## config.mk

```make
export PLATFORM = sky130hd
export DESIGN_NAME = dispatch_nw_flat
export DESIGN_NICKNAME = d
export VERILOG_FILES = /design/src/rtl/dispatch_nw_pkg.sv /design/src/rtl/dispatch_nw_if.sv /design/src/rtl/dispatch_nw_pack.sv /design/src/rtl/dispatch_nw.sv /design/src/flat_wrapper.sv
export SDC_FILE = /design/constraint.sdc
export NUM_CORES = 1
export LEC_CHECK = 0
export CAP_MARGIN = 10
export CORE_AREA = 2 2 169 171
export CTS_CLUSTER_SIZE = 25
export DETAILED_ROUTE_END_ITERATION = 6
export DIE_AREA = 0 0 171 173
export GPL_TIMING_DRIVEN = 0
export PLACE_DENSITY = 0.8
export SKIP_LAST_GASP = 1
export SLEW_MARGIN = 0
export SYNTH_ARGS = -nofsm -noshare
export SYNTH_HDL_FRONTEND = slang
export SYNTH_HIERARCHICAL = 1
export SYNTH_SLANG_ARGS = --single-unit
```

## constraint.sdc

```tcl
create_clock -name clk -period 9.75 [get_ports clk]
set_clock_uncertainty 0.05 [all_clocks]
set_input_delay 1.95 -clock clk [delete_from_list [all_inputs] [get_ports clk]]
set_output_delay 1.95 -clock clk [all_outputs]
set_load 0.02 [all_outputs]
```

## src/rtl/dispatch_nw_pkg.sv

```systemverilog
// Shared types for the N-wide dispatch stage: renamed instruction format,
// dispatch target classes and the classification rule.
package dispatch_nw_pkg;

  typedef struct packed {
    logic       is_valid;
    logic       is_load;
    logic       is_store;
    logic       is_muldiv;
    logic [5:0] pdst;
    logic [5:0] psrc1;
    logic [5:0] psrc2;
    logic [6:0] rob_idx;
  } renamed_inst_t;

  typedef enum logic [1:0] {
    DISP_ALU,
    DISP_MDU,
    DISP_LSQ
  } disp_target_e;

  // Memory ops win over muldiv when both flags are set.
  function automatic disp_target_e classify(input renamed_inst_t inst);
    if (inst.is_load || inst.is_store) return DISP_LSQ;
    if (inst.is_muldiv) return DISP_MDU;
    return DISP_ALU;
  endfunction

endpackage

```

## src/rtl/dispatch_nw_if.sv

```systemverilog
// Rename-side group handshake plus backend free counts and write ports.
// Handshake: a group moves on a rising edge where in_valid && dispatch_rdy.
interface dispatch_nw_if
  import dispatch_nw_pkg::*;
#(
  parameter int N      = 2,
  parameter int FREE_W = $clog2(N + 1)
);
  logic                     in_valid;
  renamed_inst_t [N-1:0]    in_inst;
  logic                     dispatch_rdy;

  logic [FREE_W-1:0]        alu_free;
  logic [FREE_W-1:0]        mdu_free;
  logic [FREE_W-1:0]        lsq_free;
  logic [FREE_W-1:0]        rob_free;

  logic [N-1:0]             alu_rs_we;
  logic [N-1:0]             mdu_rs_we;
  logic [N-1:0]             lsq_rs_we;
  logic [N-1:0]             rob_we;
  renamed_inst_t [N-1:0]    alu_rs_entry;
  renamed_inst_t [N-1:0]    mdu_rs_entry;
  renamed_inst_t [N-1:0]    lsq_rs_entry;
  renamed_inst_t [N-1:0]    rob_entry;

  modport slave (
    input  in_valid, in_inst, alu_free, mdu_free, lsq_free, rob_free,
    output dispatch_rdy,
    output alu_rs_we, mdu_rs_we, lsq_rs_we, rob_we,
    output alu_rs_entry, mdu_rs_entry, lsq_rs_entry, rob_entry
  );

  modport master (
    output in_valid, in_inst, alu_free, mdu_free, lsq_free, rob_free,
    input  dispatch_rdy,
    input  alu_rs_we, mdu_rs_we, lsq_rs_we, rob_we,
    input  alu_rs_entry, mdu_rs_entry, lsq_rs_entry, rob_entry
  );
endinterface

```

## src/rtl/dispatch_nw_pack.sv

```systemverilog
// Per-queue compactor: moves enabled entries down to the low slots,
// preserving program order, and raises a contiguous we mask from bit 0.
module dispatch_nw_pack
  import dispatch_nw_pkg::*;
#(
  parameter int N = 2
) (
  input  logic [N-1:0]          en_i,
  input  renamed_inst_t [N-1:0] ent_i,
  output logic [N-1:0]          we_o,
  output renamed_inst_t [N-1:0] ent_o
);

  always_comb begin : pack
    int cnt;
    we_o  = '0;
    ent_o = '0;
    cnt   = 0;
    for (int j = 0; j < N; j++) begin
      cnt = 0;
      for (int i = 0; i < N; i++) begin
        if (en_i[i]) begin
          if (cnt == j) begin
            we_o[j]  = 1'b1;
            ent_o[j] = ent_i[i];
          end
          cnt = cnt + 1;
        end
      end
    end
  end

endmodule

```

## src/rtl/dispatch_nw.sv

```systemverilog
// N-wide in-order dispatch with a one-group holding register, prefix
// eligibility against queue/ROB free counts, and per-cause stall counters.
module dispatch_nw
  import dispatch_nw_pkg::*;
#(
  parameter int DISPATCH_WIDTH = 2,
  parameter int FREE_W         = $clog2(DISPATCH_WIDTH + 1),
  parameter int PERF_W         = 32
) (
  input  logic              clk,
  input  logic              rst,
  input  logic              flush,
  dispatch_nw_if.slave      io,
  output logic [PERF_W-1:0] stall_alu_cnt,
  output logic [PERF_W-1:0] stall_mdu_cnt,
  output logic [PERF_W-1:0] stall_lsq_cnt,
  output logic [PERF_W-1:0] stall_rob_cnt
);

  localparam int N = DISPATCH_WIDTH;
  localparam logic [FREE_W-1:0] ONE = FREE_W'(1);

  renamed_inst_t [N-1:0] hold_inst_q, hold_inst_d;
  logic [N-1:0]          hold_vld_q, hold_vld_d;
  logic [PERF_W-1:0]     stall_alu_q, stall_alu_d;
  logic [PERF_W-1:0]     stall_mdu_q, stall_mdu_d;
  logic [PERF_W-1:0]     stall_lsq_q, stall_lsq_d;
  logic [PERF_W-1:0]     stall_rob_q, stall_rob_d;

  logic [N-1:0]      go, is_alu, is_mdu, is_lsq;
  logic [N-1:0]      alu_en, mdu_en, lsq_en, rob_en;
  logic [FREE_W-1:0] alu_used, mdu_used, lsq_used, rob_used, q_free, q_used;
  logic              blocked, all_go;
  logic              inc_alu, inc_mdu, inc_lsq, inc_rob;
  disp_target_e      tgt;

  function automatic logic [PERF_W-1:0] sat_inc(input logic [PERF_W-1:0] v,
                                                 input logic en);
    return (en && (v != '1)) ? v + PERF_W'(1) : v;
  endfunction

  always_comb begin : eligibility
    go       = '0;
    is_alu   = '0;
    is_mdu   = '0;
    is_lsq   = '0;
    alu_used = '0;
    mdu_used = '0;
    lsq_used = '0;
    rob_used = '0;
    q_free   = '0;
    q_used   = '0;
    tgt      = DISP_ALU;
    blocked  = 1'b0;
    inc_alu  = 1'b0;
    inc_mdu  = 1'b0;
    inc_lsq  = 1'b0;
    inc_rob  = 1'b0;
    for (int i = 0; i < N; i++) begin
      tgt       = classify(hold_inst_q[i]);
      is_alu[i] = (tgt == DISP_ALU);
      is_mdu[i] = (tgt == DISP_MDU);
      is_lsq[i] = (tgt == DISP_LSQ);
      case (tgt)
        DISP_MDU: begin q_free = io.mdu_free; q_used = mdu_used; end
        DISP_LSQ: begin q_free = io.lsq_free; q_used = lsq_used; end
        default:  begin q_free = io.alu_free; q_used = alu_used; end
      endcase
      // Bubbles and already-dispatched slots neither consume nor block.
      if (hold_vld_q[i] && !blocked) begin
        if ((io.rob_free > rob_used) && (q_free > q_used)) begin
          go[i]    = 1'b1;
          rob_used = rob_used + ONE;
          case (tgt)
            DISP_MDU: mdu_used = mdu_used + ONE;
            DISP_LSQ: lsq_used = lsq_used + ONE;
            default:  alu_used = alu_used + ONE;
          endcase
        end else begin
          blocked = 1'b1;
          if (io.rob_free <= rob_used) inc_rob = 1'b1;
          else begin
            case (tgt)
              DISP_MDU: inc_mdu = 1'b1;
              DISP_LSQ: inc_lsq = 1'b1;
              default:  inc_alu = 1'b1;
            endcase
          end
        end
      end
    end
    all_go = &(go | ~hold_vld_q);
    rob_en = flush ? '0 : go;
    alu_en = flush ? '0 : (go & is_alu);
    mdu_en = flush ? '0 : (go & is_mdu);
    lsq_en = flush ? '0 : (go & is_lsq);
  end

  always_comb begin : next_state
    hold_inst_d = hold_inst_q;
    hold_vld_d  = hold_vld_q & ~go;
    if (flush) begin
      hold_vld_d = '0;
    end else if (all_go) begin
      if (io.in_valid) begin
        hold_inst_d = io.in_inst;
        for (int i = 0; i < N; i++) hold_vld_d[i] = io.in_inst[i].is_valid;
      end else begin
        hold_vld_d = '0;
      end
    end
    stall_alu_d = sat_inc(stall_alu_q, inc_alu && !flush);
    stall_mdu_d = sat_inc(stall_mdu_q, inc_mdu && !flush);
    stall_lsq_d = sat_inc(stall_lsq_q, inc_lsq && !flush);
    stall_rob_d = sat_inc(stall_rob_q, inc_rob && !flush);
  end

  always_ff @(posedge clk or posedge rst) begin
    if (rst) begin
      hold_inst_q <= '0;
      hold_vld_q  <= '0;
      stall_alu_q <= '0;
      stall_mdu_q <= '0;
      stall_lsq_q <= '0;
      stall_rob_q <= '0;
    end else begin
      hold_inst_q <= hold_inst_d;
      hold_vld_q  <= hold_vld_d;
      stall_alu_q <= stall_alu_d;
      stall_mdu_q <= stall_mdu_d;
      stall_lsq_q <= stall_lsq_d;
      stall_rob_q <= stall_rob_d;
    end
  end

  logic [N-1:0]          alu_we, mdu_we, lsq_we, rob_we;
  renamed_inst_t [N-1:0] alu_ent, mdu_ent, lsq_ent, rob_ent;

  dispatch_nw_pack #(.N(N)) u_pack_alu (
    .en_i(alu_en), .ent_i(hold_inst_q), .we_o(alu_we), .ent_o(alu_ent));
  dispatch_nw_pack #(.N(N)) u_pack_mdu (
    .en_i(mdu_en), .ent_i(hold_inst_q), .we_o(mdu_we), .ent_o(mdu_ent));
  dispatch_nw_pack #(.N(N)) u_pack_lsq (
    .en_i(lsq_en), .ent_i(hold_inst_q), .we_o(lsq_we), .ent_o(lsq_ent));
  dispatch_nw_pack #(.N(N)) u_pack_rob (
    .en_i(rob_en), .ent_i(hold_inst_q), .we_o(rob_we), .ent_o(rob_ent));

  assign io.dispatch_rdy  = all_go && !flush;
  assign io.alu_rs_we     = alu_we;
  assign io.mdu_rs_we     = mdu_we;
  assign io.lsq_rs_we     = lsq_we;
  assign io.rob_we        = rob_we;
  assign io.alu_rs_entry  = alu_ent;
  assign io.mdu_rs_entry  = mdu_ent;
  assign io.lsq_rs_entry  = lsq_ent;
  assign io.rob_entry     = rob_ent;

  assign stall_alu_cnt = stall_alu_q;
  assign stall_mdu_cnt = stall_mdu_q;
  assign stall_lsq_cnt = stall_lsq_q;
  assign stall_rob_cnt = stall_rob_q;

endmodule

```

## src/flat_wrapper.sv

```systemverilog
// flat-port wrapper written by rule: the top's interface ports become plain ports
module dispatch_nw_flat import dispatch_nw_pkg::*;
#(
  parameter int DISPATCH_WIDTH = 2,
  parameter int FREE_W         = $clog2(DISPATCH_WIDTH + 1),
  parameter int PERF_W         = 32
)
  (clk, rst, flush, stall_alu_cnt, stall_mdu_cnt, stall_lsq_cnt, stall_rob_cnt, io_in_valid, io_in_inst, io_alu_free, io_mdu_free, io_lsq_free, io_rob_free, io_dispatch_rdy, io_alu_rs_we, io_mdu_rs_we, io_lsq_rs_we, io_rob_we, io_alu_rs_entry, io_mdu_rs_entry, io_lsq_rs_entry, io_rob_entry);
  dispatch_nw_if #(.N((2)), .FREE_W(FREE_W)) io_i ();
  input  logic clk;
  input  logic rst;
  input  logic flush;
  output logic [PERF_W-1:0] stall_alu_cnt;
  output logic [PERF_W-1:0] stall_mdu_cnt;
  output logic [PERF_W-1:0] stall_lsq_cnt;
  output logic [PERF_W-1:0] stall_rob_cnt;
  input wire logic [$bits(io_i.in_valid)-1:0] io_in_valid;
  input wire logic [$bits(io_i.in_inst)-1:0] io_in_inst;
  input wire logic [$bits(io_i.alu_free)-1:0] io_alu_free;
  input wire logic [$bits(io_i.mdu_free)-1:0] io_mdu_free;
  input wire logic [$bits(io_i.lsq_free)-1:0] io_lsq_free;
  input wire logic [$bits(io_i.rob_free)-1:0] io_rob_free;
  output wire logic [$bits(io_i.dispatch_rdy)-1:0] io_dispatch_rdy;
  output wire logic [$bits(io_i.alu_rs_we)-1:0] io_alu_rs_we;
  output wire logic [$bits(io_i.mdu_rs_we)-1:0] io_mdu_rs_we;
  output wire logic [$bits(io_i.lsq_rs_we)-1:0] io_lsq_rs_we;
  output wire logic [$bits(io_i.rob_we)-1:0] io_rob_we;
  output wire logic [$bits(io_i.alu_rs_entry)-1:0] io_alu_rs_entry;
  output wire logic [$bits(io_i.mdu_rs_entry)-1:0] io_mdu_rs_entry;
  output wire logic [$bits(io_i.lsq_rs_entry)-1:0] io_lsq_rs_entry;
  output wire logic [$bits(io_i.rob_entry)-1:0] io_rob_entry;
  assign io_i.in_valid = io_in_valid;
  assign io_i.in_inst = io_in_inst;
  assign io_i.alu_free = io_alu_free;
  assign io_i.mdu_free = io_mdu_free;
  assign io_i.lsq_free = io_lsq_free;
  assign io_i.rob_free = io_rob_free;
  assign io_dispatch_rdy = io_i.dispatch_rdy;
  assign io_alu_rs_we = io_i.alu_rs_we;
  assign io_mdu_rs_we = io_i.mdu_rs_we;
  assign io_lsq_rs_we = io_i.lsq_rs_we;
  assign io_rob_we = io_i.rob_we;
  assign io_alu_rs_entry = io_i.alu_rs_entry;
  assign io_mdu_rs_entry = io_i.mdu_rs_entry;
  assign io_lsq_rs_entry = io_i.lsq_rs_entry;
  assign io_rob_entry = io_i.rob_entry;
  dispatch_nw #(.DISPATCH_WIDTH(DISPATCH_WIDTH), .FREE_W(FREE_W), .PERF_W(PERF_W)) u_core (.clk(clk), .rst(rst), .flush(flush), .io(io_i), .stall_alu_cnt(stall_alu_cnt), .stall_mdu_cnt(stall_mdu_cnt), .stall_lsq_cnt(stall_lsq_cnt), .stall_rob_cnt(stall_rob_cnt));
endmodule
```

**Yosys cells after proc, flatten, opt, wreduce, memory -nomap -nowiden**

Index checks and enable logic that the tools add are counted.

- Output and inout bits: 369
- Bits of input ports: 70
- Logic and storage cells: 192
- Register bits: 188

- Bitwise gates (word level): 8
- Eq/ne operators: 12
- Order comparisons: 6
- Reductions and logical operators: 26
- Muxes and demuxes: 115
- Add/subtract/negate cells: 4

Operator list:

| operator | count |
|---|---|
| $mux W29 | 20 |
| $add A32 B1 Y32 const B | 4 |
| $eq A32 B2 Y1 const B | 4 |
| $logic_not A32 Y1 | 4 |
| $ne A32 B32 Y1 const B | 4 |
| $mux W1 | 70 |
| $mux W2 | 22 |
| $logic_and A1 B1 Y1 | 12 |
| $pmux W2 S2 | 3 |
| $and A2 B2 Y2 | 4 |
| $eq A2 B1 Y1 const B | 2 |
| $eq A2 B2 Y1 const B | 2 |
| $gt A2 B1 Y1 const B | 2 |
| $gt A2 B2 Y1 | 2 |
| $logic_not A2 Y1 | 2 |
| $not A2 Y2 | 2 |
| $reduce_and A4 Y1 | 1 |
| $reduce_or A2 Y1 | 2 |
| $le A2 B1 Y1 const B | 1 |
| $le A2 B2 Y1 | 1 |
| $logic_not A1 Y1 | 2 |
| $logic_or A1 B1 Y1 | 2 |
| $or A2 B2 Y2 | 1 |
| $reduce_and A2 Y1 | 1 |
| $not A1 Y1 | 1 |

**Depth between registers and ports, before layout**

Gate-level depths: netlist (run 1).

- Depth in word-level cells: 22
- Gate-level depth with buffers: 17
- Gate-level depth less buffers: 14

**Modules after synthesis**

The synthesis (run 1) kept the hierarchy.

By module, submodules not included:

| module | area each (um^2) | cells an instance | sequential area each (um^2) | instances |
|---|---|---|---|---|
| dispatch_nw | 8924.8 | 778 | 4704.5 | 1 |
| dispatch_nw_pack | 533.0 | 74 | 0.0 | 4 |

**Least setup slack after synthesis (run 1)**

No wires, ideal clock.

- Path type: input-to-output
- Start point: input io_mdu_free[0]
- End point: output io_alu_rs_entry[10]
- Buffers on the path: 2
- Cell stages on the path: 16
- Path slack: 3.122 ns
- Data arrival time: 4.628 ns
- Cell sequence: nor3b_1 o21ai_1 o211ai_1 inv_1 nand2_1 inv_1 ha_1 o21bai_1 nand2_1 o21bai_1 or2_2 nor3_1 nor2b_4 buf_6 buf_6 a22o_1

- Word-level cells in the longest chain between the ends: 13
- Elaborated cells on any way between the ends: 31

Ends and longest elaborated chain:

| item | line | RTL |
|---|---|---|
| start: declaration | flat_wrapper.sv:20 | `input wire logic [$bits(io_i.mdu_free)-1:0] io_mdu_free;` |
| $pmux W2 S2 | dispatch_nw.sv:64 | `case (tgt)` |
| $gt A2 B1 Y1 | dispatch_nw.sv:71 | `if ((io.rob_free > rob_used) && (q_free > q_used)) begin` |
| $logic_and A1 B1 Y1 | dispatch_nw.sv:71 |  |
| $mux W2 | dispatch_nw.sv:71 |  |
| $mux W2 | dispatch_nw.sv:70 | `if (hold_vld_q[i] && !blocked) begin` |
| $pmux W2 S2 | dispatch_nw.sv:64 |  |
| $gt A2 B2 Y1 | dispatch_nw.sv:71 |  |
| $logic_and A1 B1 Y1 | dispatch_nw.sv:71 |  |
| $mux W1 | dispatch_nw.sv:71 |  |
| $mux W1 (*) | dispatch_nw.sv:70 |  |
| $and A2 B2 Y2 (*) | dispatch_nw.sv:94 | `alu_en = flush ? '0 : (go & is_alu);` |
| $mux W2 (*) | dispatch_nw.sv:94 |  |
| named net u_core.alu_en[1] | dispatch_nw.sv:31 | `logic [N-1:0] alu_en, mdu_en, lsq_en, rob_en;` |
| $mux W29 (*) | dispatch_nw_pack.sv:22 | `if (en_i[i]) begin` |
| end: declaration | flat_wrapper.sv:28 | `output wire logic [$bits(io_i.alu_rs_entry)-1:0] io_alu_rs_entry;` |

The timed path passes the listed nets; every way through them passes the cells marked *.

**Final worst setup path (run 1)**

- Start point: input io_mdu_free[1]
- End point: output io_alu_rs_entry[19]

Same word-level chain as after synthesis.

==> results.rst, run 1 <==
.. list-table::
   :header-rows: 1

   * - Metric
     - Value
   * - Beginning of the worst register-to-register path
     - u_core/hold_inst_q[25]
   * - Data required time of the worst path
     - about 7.8 ns
   * - Area fraction of the dominant cell type after synthesis
     - a little over two fifths
   * - Nets in the synthesized netlist
     - between 1k and 1.5k
   * - Max IR drop VDD
     - around 0.10 mV
   * - Power per cell area
     - 125 nW/um^2
   * - Post-route cell area
     - between 15,000 and 20,000 sq um
   * - Share of flip-flops with an asynchronous set or reset after synthesis
     - 100%
   * - Post-DP HPWL
     - around 32 mm
   * - Synthesized cell area
     - 11,100 sq um
   * - Unrepaired setup endpoints after global routing
     - false
   * - Horizontal die dimension
     - approximately 170 um
   * - Layout overhead on the synthesized area
     - 49.4%
   * - Final Cycle Share
     - ~92%
   * - First-pass GRT wire length
     - ~65 mm
   * - Final number of max-transition violations
     - 0
   * - Post-Synthesis Mean Instance Area
     - around 10 sq um
   * - Largest delay contributor family on the critical path
     - simple AND/OR/NAND/NOR gates
   * - CTS buffer count
     - 17
   * - Total congestion overflow
     - 0
   * - Sequential element share of the synthesized area
     - ~43%
   * - Floorplan die area
     - a little under 30,000 sq um
   * - Total detailed-routing wirelength
     - 42.7 mm
   * - Library cells used by synthesis
     - 55
   * - Number of top-level pins
     - about 440
   * - Sequential fraction of design power
     - roughly half
   * - Yosys warning count
     - 6
   * - Highest-delay cell along the critical path
     - nor3_1
   * - Number of synthesized register bits
     - roughly 190
   * - Beginning of the worst hold path
     - u_core/stall_rob_cnt[22]
   * - Cell chosen for the clock root
     - clkbuf_16
   * - Most frequently used cell type in the post-synthesis netlist
     - dfrtp_1
   * - TNS Setup
     - 0 ns
   * - Max-slew headroom at the worst pin
     - between 20 and 25%
   * - Maximum clock path buffer count
     - 2
   * - Number of optimization iterations in the first detailed-route pass
     - 5
   * - Worst-Margin Slew
     - between 1 and 1.5 ns
   * - Peak per-stage delay on the critical path
     - between 0.8 and 0.9 ns
   * - Drt drc
     - 0
   * - Sw frac
     - about a third
   * - # nets final
     - about 1.6k
   * - Lkg Pwr
     - ~7.2 nW
   * - Gpl congestion
     - roughly 0.96
   * - Net switching component of the power
     - ~0.68 mW
   * - Area inside the core boundary
     - between 20,000 and 30,000 sq um
   * - Most used flip-flop cell after synthesis
     - dfrtp_1
   * - Number of clock sinks seen by CTS
     - between 150 and 200
   * - Via count normalized by instance count
     - 5.77
   * - Final Hold Slack
     - around 0.45 ns
   * - Highest clock frequency the design can meet
     - about 110 MHz
   * - Critical path launch point type
     - primary input
   * - Y dimension of the die
     - around 170 um
   * - Count of buffers inserted at the top-level ports
     - 437
   * - Post-synth top area cell
     - dfrtp_1
   * - Clock transition at the registers of the reported paths
     - ~0.08 ns
   * - Maximum fanout along the worst path
     - 10
   * - Final Hold Viols
     - 0
   * - Cell count after synthesis
     - 1,074
   * - Buffers inserted during post-CTS setup optimization
     - 0
   * - Final setup violation count
     - 0
   * - Via count of the first global-routing pass
     - 10.6k
   * - Worst-path cell chain
     - clkdlybuf4s50_1 > nor3b_1 > o21ai_1 > o211ai_1 > inv_1 > nand2_1 > inv_1 > ha_1 > o21bai_1 > nand2_1 > o21bai_1 > or2_2 > nor3_1 > nor2b_4 > buf_2 > a22o_1 > clkdlybuf4s50_1
   * - WP buf/inv
     - 5
   * - Fin crit period
     - between 8 and 9 ns
   * - Outcome
     - finished clean
   * - Number of hold-repair buffers added at the cts stage
     - 0
   * - Via count
     - about 11k
   * - WS Path Type
     - primary input to output pin
   * - Hold/Removal Path Class
     - register to register
   * - Largest net degree at the start of global routing
     - around 110
   * - Clock tree from TritonCTS
     - yes
   * - Detailed Route Iter0 Violations
     - between 1k and 1.5k
   * - Total routing resource utilization after global routing
     - between 20% and 30%
   * - Antenna violations before repair
     - 2
   * - Share of post-route cells with drive strength above 1
     - 10.5%
   * - Clock power share
     - between 30% and 40%
   * - Drt wl/cell
     - ~22 um
   * - Logic pwr share
     - 18.0%
   * - Count of H-tree levels built during CTS
     - 4
   * - Count of cells resized by post-cts repair
     - 0
   * - Initial Util
     - roughly 40%
   * - Setup crit end kind
     - output pin
   * - Critical path launch point
     - io_mdu_free[1]
   * - Antenna Nets Post-Route
     - 0
   * - Row count
     - between 60 and 70
   * - Pint
     - about 1.4 mW
   * - Area after DPL
     - ~16,000 sq um
   * - Clock latency at the later pin of the worst-skew pair
     - between 0.4 and 0.5 ns
   * - Post-layout util
     - 59.8%
   * - Number of synthesized flops with an enable pin
     - 0
   * - Top cells by instance count after synthesis
     - 188 x dfrtp_1, 135 x and3_1, 116 x a22o_1
   * - Top cells by area in the synthesized netlist
     - dfrtp_1 43%, a22o_1 9.2%, and3_1 7.6%
   * - Arrival time of the worst setup path
     - around 7.0 ns
   * - Reported max-cap violation count
     - 0
[power groups by stage]
stage | registers [mW] | clock network, mW | logic [mW]
6_report | 1.01 | 0.680 | 0.372
5_1_grt | 1.02 | 0.736 | 0.397
4_1_cts | 1.01 | 0.703 | 0.372
3_5_place_dp | 1.02 | 0 | 0.370
3_3_place_gp | 1.02 | 0 | 0.360
2_1_floorplan | 0.975 | 0 | 0.200
[registers in the layout (all words and copies together), names as in the netlist]
name	flops
u_core/stall_mdu_cnt	32
u_core/stall_lsq_cnt	32
u_core/stall_rob_cnt	32
u_core/hold_inst_q	58
u_core/stall_alu_cnt	32
u_core/hold_vld_q	2
[area by class of cell]
cell class / instances / area, sq um
Clock inverter: 14 / 150
Clock buffer: 18 / 429
Timing Repair Buffer: 438 / 4400
Multi-Input combinational cell: 799 / 5890
Fill cell: 2388 / 11100
Antenna cell: 2 / 5.00
Inverter: 10 / 45.0
Buffer: 77 / 422
Tap cell: 378 / 473
Sequential cell: 188 / 4700
[final timing paths]
| path | to | slack, ns | cells past startpoint |
|---|---|---|---|
| worst max-delay path | io_alu_rs_entry[19] | 0.80 | 17 |
| worst min-delay path | u_core/stall_rob_cnt[22] | 0.45 | 1 |
| worst max register to register | u_core/stall_lsq_cnt[23] | 5.64 | 15 |
| worst min register to register | u_core/stall_rob_cnt[22] | 0.45 | 1 |
| max in group asynchronous | u_core/stall_mdu_cnt[18] | 6.81 | 3 |
| min in group asynchronous | u_core/stall_alu_cnt[25] | 1.99 | 2 |
[through the flow]
step	worst slack (ns)	total power, mW	std cells
4_1_cts	0.911	2.08	1922
5_1_grt	0.557	2.16	1923
6_report	0.803	2.07	1924
3_3_place_gp	0.103	1.38	1889
2_1_floorplan	2.64	1.18	1074
3_5_place_dp	0.928	1.39	1890
[layout by cell type (no fill, tap or decap), types with 11 or more instances in the layout]
cell type | Yosys | routed
buf_6 | 11 | 11
clkdlybuf4s50_1 | 0 | 437
buf_2 | 25 | 25
clkbuf_1 | 34 | 35
a22o_1 | 116 | 116
nand3_1 | 43 | 43
nor4_1 | 23 | 23
nor2_1 | 44 | 44
xor2_1 | 67 | 67
and2_1 | 11 | 11
clkbuf_16 | 0 | 17
dfrtp_1 | 188 | 188
nand4_1 | 64 | 64
and4_1 | 17 | 17
and3_1 | 135 | 135
nor3_1 | 31 | 31
xnor2_1 | 56 | 56
mux2_2 | 63 | 63
nand2_1 | 51 | 51
[metal layers]
| layer | global-route usage, % | vias up | wire length (um) |
|---|---|---|---|
| li1 | - | 4926 | - |
| met1 | 35.4 | 5515 | 16900 |
| met2 | 46.5 | 574 | 20600 |
| met3 | 7.87 | 87 | 3820 |
| met4 | 9.32 | 2 | 1390 |
| met5 | 0 | - | 13 |
[kinds of logic after synthesis]
logic type | share of synthesized area [%]
AO/OA/AOI/OAI | 11.3
XOR/XNOR | 9.74
adder cells (fa/ha/maj) | 0.679
buffers and inverters | 4.15
flip-flops | 42.5
multiplexers | 6.69
AND/OR/NAND/NOR | 24.9
Note: power is estimated with default switching activity, not from simulation.
==> inputs of run 2 (changes only) <==
--- a/config.mk
+++ b/config.mk
@@ -6,12 +6,13 @@
 export NUM_CORES = 1
 export LEC_CHECK = 0
 export CAP_MARGIN = 10
-export CORE_AREA = 2 2 169 171
+export CORE_AREA = 2 2 173 175
+export CTS_BUF_LIST = sky130_fd_sc_hd__clkbuf_4 sky130_fd_sc_hd__clkbuf_8
 export CTS_CLUSTER_SIZE = 25
 export DETAILED_ROUTE_END_ITERATION = 6
-export DIE_AREA = 0 0 171 173
+export DIE_AREA = 0 0 175 177
 export GPL_TIMING_DRIVEN = 0
-export PLACE_DENSITY = 0.8
+export PLACE_DENSITY = 0.77
 export SKIP_LAST_GASP = 1
 export SLEW_MARGIN = 0
 export SYNTH_ARGS = -nofsm -noshare
==> results.rst, run 2 (same netlist as run 1, synthesis figures left out) <==
.. list-table::
   :header-rows: 1

   * - Metric
     - Value
   * - WS Path Type
     - primary input to output pin (unchanged)
   * - Via count of the first global-routing pass
     - 10.3k (was 10.6k)
   * - Beginning of the worst register-to-register path
     - u_core/hold_inst_q[25] (unchanged)
   * - TNS Setup
     - 0 ns (unchanged)
   * - Maximum fanout along the worst path
     - 10 (unchanged)
   * - Drt drc
     - 0 (unchanged)
   * - Unrepaired setup endpoints after global routing
     - false (unchanged)
   * - Total congestion overflow
     - 0 (unchanged)
   * - Final non-filler cell total
     - 1,936 (was 1,924)
   * - Final Cycle Share
     - 91.5% (was 91.8%)
   * - Routed met1 length
     - 17.4 mm (was 16.9 mm)
   * - Buffers inserted during post-CTS setup optimization
     - 0 (unchanged)
   * - Antenna Nets Post-Route
     - 0 (unchanged)
   * - Maximum clock path buffer count
     - 2 (unchanged)
   * - Cell chosen for the clock root
     - clkbuf_8 (was clkbuf_16)
   * - Post-Place Setup Slack
     - 0.914 ns (was 0.928 ns)
   * - Number of hold-repair buffers added at the cts stage
     - 0 (unchanged)
   * - Total routing resource utilization after global routing
     - 26.1% (was 28.1%)
   * - Y dimension of the die
     - 177 um (was 173 um)
   * - Post-route cell area
     - 16,300 sq um (was 16,500 sq um)
   * - Share of post-route cells with drive strength above 1
     - 10.6% (was 10.5%)
   * - Lkg Pwr
     - 7.12 nW (was 7.21 nW)
   * - Via count
     - 11.0k (was 11.1k)
   * - Area after DPL
     - 16,000 sq um (was 15,900 sq um)
   * - Max IR drop VDD
     - 0.113 mV (was 0.100 mV)
   * - Initial Util
     - 37.8% (was 40.0%)
   * - Count of buffers inserted at the top-level ports
     - 437 (unchanged)
   * - Final setup violation count
     - 0 (unchanged)
   * - Crit path setup slack, layout
     - 0.829 ns (was 0.803 ns)
   * - Detailed Route Iter0 Violations
     - 808 (was 1,061)
   * - Final Hold Viols
     - 0 (unchanged)
   * - Number of clock sinks seen by CTS
     - 188 (unchanged)
   * - Largest register by flop count
     - u_core/hold_inst_q (unchanged)
   * - Number of optimization iterations in the first detailed-route pass
     - 5 (unchanged)
   * - Capture point of the worst reg-to-reg path
     - u_core/stall_lsq_cnt[14] (was u_core/stall_lsq_cnt[23])
   * - Wire length on met3
     - 3.36 mm (was 3.82 mm)
   * - Most common cell after layout, fill and taps aside
     - clkdlybuf4s50_1 (unchanged)
   * - Hold/Removal Path Class
     - register to register (unchanged)
   * - Data required time of the worst path
     - 7.75 ns (about the same)
   * - Critical path launch point
     - io_mdu_free[1] (unchanged)
   * - Count of H-tree levels built during CTS
     - 4 (unchanged)
   * - Max-slew headroom at the worst pin
     - 19.2% (was 22.8%)
   * - Most used cells in the layout excluding fill and tap cells
     - 437 x clkdlybuf4s50_1, 188 x dfrtp_1, 135 x and3_1 (unchanged)
   * - Post-layout util
     - 55.9% (was 59.8%)
   * - Met2 WL
     - 19.9 mm (was 20.6 mm)
   * - Highest clock frequency the design can meet
     - 112 MHz (about the same)
   * - Fin crit period
     - 8.92 ns (was 8.95 ns)
   * - Timing endpoint of the critical path
     - io_alu_rs_entry[18] (was io_alu_rs_entry[19])
   * - Power per cell area
     - 116 nW/um^2 (was 125 nW/um^2)
   * - Layout overhead on the synthesized area
     - 47.8% (was 49.4%)
   * - Antenna violations before repair
     - 2 (unchanged)
   * - Placed insts
     - 1,902 (was 1,890)
   * - Via count normalized by instance count
     - 5.66 (was 5.77)
   * - Critical path launch point type
     - primary input (unchanged)
   * - Clock transition at the registers of the reported paths
     - 0.12 ns (was 0.08 ns)
   * - Drt wl/cell
     - 21.7 um (was 22.2 um)
   * - Post-DP HPWL
     - 32.1 mm (was 32.2 mm)
   * - Clock tree from TritonCTS
     - yes (unchanged)
   * - Uppermost routed layer
     - met4 (was met5)
   * - Setup crit end kind
     - output pin (unchanged)
   * - Largest register FFs
     - 58 (unchanged)
   * - Number of top-level pins
     - 439 (unchanged)
   * - Clock latency at the later pin of the worst-skew pair
     - 0.47 ns (was 0.43 ns)
   * - # nets final
     - 1,607 (unchanged)
   * - CTS buffer count
     - 17 (unchanged)
   * - Reported max-cap violation count
     - 0 (unchanged)
   * - Largest net degree at the start of global routing
     - 123 (was 114)
   * - First-pass GRT wire length
     - 62.6 mm (was 64.7 mm)
   * - Outcome
     - finished clean (unchanged)
   * - Final number of max-transition violations
     - 0 (unchanged)
   * - Area inside the core boundary
     - 29,200 sq um (was 27,600 sq um)
   * - R2R depth
     - 15 (unchanged)
   * - Count of cells resized by post-cts repair
     - 0 (unchanged)
   * - Flop2flop setup slack
     - 5.69 ns (was 5.64 ns)
   * - Worst-Margin Slew
     - 1.20 ns (was 1.15 ns)
   * - Gpl congestion
     - 0.943 (was 0.958)
   * - Arrival time of the worst setup path
     - 6.92 ns (was 6.95 ns)
   * - Row count
     - 63 (was 61)
   * - Horizontal die dimension
     - 175 um (was 171 um)
   * - Floorplan die area
     - 31,000 sq um (was 29,600 sq um)
   * - Total detailed-routing wirelength
     - 41.9 mm (was 42.7 mm)
run 2: changes by cell type in the layout (fill, tap and decap cells not counted):
cell,change
clkbuf_1,-1
clkinv_2,+1
clkbuf_16,-17
clkbuf_4,+1
inv_6,+1
clkbuf_8,+17
clkinv_4,-2
run 2: report_power, final:
part | switching, mW | internal (mW) | total (mW) | leakage, nW
clock | 0.320 | 0.195 | 0.515 | 0.200
sequential | 0.161 | 0.850 | 1.01 | 2.46
combinational | 0.184 | 0.188 | 0.371 | 4.46
run 2: layout make-up:
type	instances	area, sq um
diodes	2	5.00
plain buffers	77	422
clock buffers	18	241
clock inverters	14	146
fillers	2525	12900
inverters	10	45.0
multi-input cells	799	5890
flip-flops and latches	188	4700
well taps	390	488
repair buffers	438	4400
run 2: worst min path at each step:
stage | start | end | depth (start not counted)
after floorplan | u_core/hold_inst_q[12] | u_core/hold_inst_q[12] | 1
after global placement | u_core/stall_rob_cnt[30] | u_core/stall_rob_cnt[30] | 1
after detailed placement | u_core/stall_alu_cnt[12] | u_core/stall_alu_cnt[12] | 1
after CTS | u_core/stall_alu_cnt[12] | u_core/stall_alu_cnt[12] | 1
after global routing | u_core/stall_rob_cnt[30] | u_core/stall_rob_cnt[30] | 1
final | u_core/stall_alu_cnt[12] | u_core/stall_alu_cnt[12] | 1
run 2: critical path: stages:
cell             delay [ns]
clkdlybuf4s50_1        0.49
nor3b_1                0.34
o21ai_1                0.17
o211ai_1               0.14
inv_1                  0.06
nand2_1                0.13
inv_1                  0.06
ha_1                   0.26
o21bai_1               0.21
nand2_1                0.10
o21bai_1               0.23
or2_2                  0.35
nor3_1                 0.93
nor2b_4                0.32
buf_6                  0.16
buf_6                  0.17
a22o_1                 0.21
clkdlybuf4s50_1        0.62
run 2: metal layers:
layer / vias to the layer above / GRT usage [%]
met5: - / 0
met2: 538 / 43.1
li1: 4925 / -
met3: 83 / 6.49
met1: 5420 / 33.5
met4: 0 / 9.06
run 2: stage by stage:
| step | total power, mW | hold WS (ns) |
|---|---|---|
| 6_report | 1.90 | 0.449 |
| 5_1_grt | 1.99 | 0.482 |
| 4_1_cts | 1.91 | 0.447 |
| 3_5_place_dp | 1.39 | 0.427 |
| 3_3_place_gp | 1.38 | 0.428 |
| 2_1_floorplan | 1.18 | 0.501 |
